==> src/rtl/wb_arbiter.sv <==
// Round-robin arbiter sharing the regfile write port among NUM_REQ result ports.
// One registered output stage plus a combinational one-hot unlock pulse on write acceptance.
module wb_arbiter #(
    parameter  int NUM_REQ = 4,
    parameter  int XLEN    = 64,
    parameter  int NR      = 64,
    localparam int RW      = $clog2(NR)
) (
    input  logic                    clk_i,
    input  logic                    rst_i,
    input  logic                    clear_i,
    input  logic [NUM_REQ-1:0]      req_valid_i,
    output logic [NUM_REQ-1:0]      req_ready_o,
    input  logic [NUM_REQ*RW-1:0]   req_rd_i,
    input  logic [NUM_REQ*XLEN-1:0] req_data_i,
    output logic                    wb_valid_o,
    input  logic                    wb_ready_i,
    output logic [RW-1:0]           wb_rd_o,
    output logic [XLEN-1:0]         wb_data_o,
    output logic [NR-1:0]           unlock_o
);

    localparam int PW = $clog2(NUM_REQ);

    logic [PW-1:0]      ptr_q, ptr_d;
    logic               wb_valid_q, wb_valid_d;
    logic [RW-1:0]      wb_rd_q, wb_rd_d;
    logic [XLEN-1:0]    wb_data_q, wb_data_d;

    logic               flush;
    logic               load_en;
    logic               xfer;
    logic               gnt_found;
    int                 gnt_sel;
    logic [NUM_REQ-1:0] gnt_vec;
    logic [RW-1:0]      sel_rd;
    logic [XLEN-1:0]    sel_data;

    assign flush   = rst_i | clear_i;
    assign load_en = ~wb_valid_q | wb_ready_i;

    // Scan from ptr upward with wrap; the first valid requester wins.
    // NOTE: every always_comb output gets a default first, so no path can infer a latch.
    always_comb begin
        gnt_found = 1'b0;
        gnt_sel   = 0;
        gnt_vec   = '0;
        for (int k = 0; k < NUM_REQ; k++) begin
            if (!gnt_found && req_valid_i[(int'(ptr_q) + k) % NUM_REQ]) begin
                gnt_found = 1'b1;
                gnt_sel   = (int'(ptr_q) + k) % NUM_REQ;
            end
        end
        if (gnt_found) begin
            gnt_vec[gnt_sel] = 1'b1;
        end
    end

    assign xfer        = gnt_found & load_en & ~flush;
    assign req_ready_o = gnt_vec & {NUM_REQ{load_en & ~flush}};
    assign sel_rd      = req_rd_i[gnt_sel*RW +: RW];
    assign sel_data    = req_data_i[gnt_sel*XLEN +: XLEN];

    always_comb begin
        ptr_d      = ptr_q;
        wb_valid_d = wb_valid_q;
        wb_rd_d    = wb_rd_q;
        wb_data_d  = wb_data_q;
        if (load_en) begin
            wb_valid_d = 1'b0;
            if (xfer) begin
                wb_rd_d    = sel_rd;
                wb_data_d  = sel_data;
                // x0 writes are consumed but never reach the regfile.
                wb_valid_d = (sel_rd != '0);
                ptr_d      = (gnt_sel == NUM_REQ - 1) ? '0 : PW'(gnt_sel + 1);
            end
        end
    end

    // NOTE: state updates use non-blocking assignments so all flops sample pre-edge values.
    always_ff @(posedge clk_i) begin
        if (flush) begin
            ptr_q      <= '0;
            wb_valid_q <= 1'b0;
            wb_rd_q    <= '0;
            wb_data_q  <= '0;
        end else begin
            ptr_q      <= ptr_d;
            wb_valid_q <= wb_valid_d;
            wb_rd_q    <= wb_rd_d;
            wb_data_q  <= wb_data_d;
        end
    end

    assign wb_valid_o = wb_valid_q;
    assign wb_rd_o    = wb_rd_q;
    assign wb_data_o  = wb_data_q;
    assign unlock_o   = (wb_valid_q && wb_ready_i) ? (NR'(1) << wb_rd_q) : '0;

endmodule

==> config.mk <==
export PLATFORM = sky130hd
export DESIGN_NAME = wb_arbiter
export DESIGN_NICKNAME = d
export VERILOG_FILES = /design/src/rtl/wb_arbiter.sv
export SDC_FILE = /design/constraint.sdc
export NUM_CORES = 1
export LEC_CHECK = 0
export ABC_AREA = 1
export CORE_AREA = 2 2 167 169
export CTS_CLUSTER_DIAMETER = 120
export DETAILED_ROUTE_END_ITERATION = 8
export DIE_AREA = 0 0 169 171
export DONT_BUFFER_PORTS = 1
export PLACE_DENSITY_LB_ADDON = 0.3
export SLEW_MARGIN = 20
export SYNTH_ARGS = -nofsm -noshare
export SYNTH_HDL_FRONTEND = slang
export SYNTH_SLANG_ARGS = --single-unit
==> constraint.sdc <==
create_clock -name clk_i -period 6.2 [get_ports clk_i]
set_input_delay 1.86 -clock clk_i [delete_from_list [all_inputs] [get_ports clk_i]]
set_output_delay 1.86 -clock clk_i [all_outputs]
set_load 0.02 [all_outputs]
==> flow_summary.toml <==
[run_status]
status = "completed"

[logic_synthesis]
mappedNetlistArea_mm2 = 0.005876
synth.avg_cell_area_um2 = 6.443
synth_top_family_by_area = "compound AO/OA/AOI/OAI gates"
synthDistinctLibCells = 28
yosys.area_share.simple_pct = 30.30
postSynthCellCount = 912
synth_nets = 1203
yosys.area_share.adder_pct = 0.6388
muxShareOfSynthArea_pct = 0
synth-seq-area-share_pct = 24.87
synth_compound_area_share_pct = 32.35
ys_seq_elements = 73
synth_xor_xnor_area_share_pct = 0
ys_warn_count = 0

[clock_tree]
cts_sinks = 73
clk_path_buf_depth = 2
cts_buffers = 9
post_cts_resize_count = 0
clk_pin_slew_ps = 70
htreeDepth = 3
clock-root-buffer = "clkbuf_16"
clkLatencyLatePin_ps = 340
cts_tree = "built"
cts_setup_buffers = 0
postCtsHoldBufs = 0

[floorplanning]
die_w_um = 169
start_util_pct = 21.50
core_area_mm2 = 0.02732
die_h_um = 171
die_area_mm2 = 0.02890
ioPinCount = 427
rows = 61

[sta]
worstMarginPinSlew_ps = 967.5
hold_viol = 0
fin_hold_ws_ps = 626.7
max_freq_ghz = 0.1843
post-route-period-util_pct = 87.51
report.final.slew_viol_count = 0
relSlewSlack_pct = 35.34
setup-violations-final = 0
rsz0062_at_grt = "false"
skew_ps = 14.87
tns_ps = 0
min_period_ps = 5426

[pwr]
power.leakage_nw = 2.117
power_mw = 2.285
power_density_mw_per_mm2 = 366.3
vdd_drop_max_mv = 0.1329

[detailed_routing]
wl_per_cell_um = 20.70
firstDrtPassIters = 5
via_per_inst = 5.551
drc = 0
via_count = 6633
first_iter_violations = 512
drt-total-wl_mm = 24.74
ant_nets = 0

[placed_design]
port_buffers = 0
dp_hpwl_mm = 18.46
place_congestion = 0.8327

[worst_setup_path]
slowest_stage = "nand3_2"
crit_path_end_kind = "output pin"
cp_cell_sequence = "inv_1 > nand2_1 > nand3_1 > nand2_2 > nor2_4 > nand3_2 > nand2_1 > nor2_4 > inv_2 > nor2_1 > inv_1 > nor2_1 > buf_4"
arrival_ps = 3570
start_kind = "primary input"
cp_slowest_stage_delay_ps = 360
path_max_fanout = 20
path_class = "primary input to output pin"
crit_required_ps = 4340

[final_layout]
areaGrowthSynthToFinish_pct = 6.175
fin_nets = 1133
fill_cells = 3099
layout-drive-gt1-share_pct = 5.785

[global_routing]
antenna_found_initial = 4
first_global_vias = 5951
overflow = 0
grt_max_degree = 80
grt_util_all_layers_pct = 15.82
grt_pass1_wl_mm = 35.42

[job]
drv_cap = 0

[worst_hold_path]
hold_path.class = "flop to flop"
-- layout by cell type (no fill, tap or decap), types with 4 or more instances in the layout --
master / count
nor2_1: 81
clkbuf_16: 9
inv_1: 41
o21ai_1: 9
nand4_1: 24
o21bai_1: 64
nand2_2: 5
buf_4: 15
nand2_1: 97
a31oi_1: 64
a41oi_1: 32
dfxtp_1: 73
nor2_4: 4
nand3_1: 168
o21ai_0: 131
-- worst max-delay path: cells and delay by family --
kind	cells	cell delay (ps)
buf+inv	4	470
simple gates	9	1230
-- final cells by class --
cell class              instances  area [µm²]  area share, %
repair buffers                 15       112.6          1.805
clock buffers                  10       229.0          3.670
well taps                     346       432.9          6.939
inverters                      49       188.9          3.028
clock inverters                 6       67.56          1.083
flip-flops and latches         73        1461          23.43
diodes                          2       5.005        0.08022
multi-input cells             694        3741          59.97
-- layer usage --
layer	wire (µm)	vias up	track usage [%]
li1	-	3137	-
met1	9768	3097	18.91
met2	12520	361	27.89
met3	1962	34	3.886
met4	465	4	5.017
met5	30	-	0
-- cell usage after synthesis, drive strengths merged --
master | instances | area share [%]
o21bai | 64 | 8.2
clkbuf | 30 | 1.9
nor2 | 85 | 5.8
nand2 | 102 | 6.7
o21ai | 142 | 12
nand3b | 3 | 0.38
a21oi | 2 | 0.23
nand4 | 24 | 2.6
a41oi | 32 | 4.8
inv | 46 | 2.9
a31oi | 64 | 6.8
nand3 | 170 | 15
clkinv | 3 | 0.19
ha | 3 | 0.64
o211ai | 1 | 0.13
nor3 | 2 | 0.17
dfxtp | 73 | 25
buf | 66 | 6.8
-- cells by family (layout without fill, tap and decap cells) --
group	after synthesis	in the layout
simple gates	386	386
compound gates	305	305
buf+inv	145	80
flops	73	73
fa+ha+maj	3	3
other cells	0	2
-- worst paths after layout --
path | from | end | slack, ps | depth (start not counted)
max | req_valid_i[3] | req_ready_o[2] | 770 | 13
min reg2reg | wb_rd_o[5]$_SDFFE_PP0P_ | wb_rd_o[5]$_SDFFE_PP0P_ | 630 | 2
min | wb_rd_o[5]$_SDFFE_PP0P_ | wb_rd_o[5]$_SDFFE_PP0P_ | 630 | 2
max reg2reg | ptr_q[0]$_SDFFE_PP0P_ | wb_valid_o$_SDFFE_PP0P_ | 1870 | 21
-- power breakdown --
| part | total (mW) | leakage (nW) | switching, mW | internal [mW] |
|---|---|---|---|---|
| logic | 1.14 | 1.38 | 0.802 | 0.339 |
| clock network | 0.554 | 0.139 | 0.240 | 0.314 |
| registers | 0.590 | 0.594 | 0.0883 | 0.502 |
-- stage by stage --
step | util (%) | worst slack [ps] | cell area, µm² | cells
floorplan | - | 908.6 | 5876 | 912
global placement | 21.73 | 814.1 | 5937 | 1177
detailed placement | 21.73 | 769.4 | 5937 | 1177
CTS | 22.81 | 766.3 | 6233 | 1193
global route | 22.83 | 596.1 | 6238 | 1195
finish | 22.83 | 774.5 | 6238 | 1195
-- sequential cells by signal, summed over array words and instances, names as in the netlist --
signal and flops:
ptr_q 2, wb_data_o 64, wb_rd_o 6, wb_valid_o 1
(Power assumes the default switching activity.)
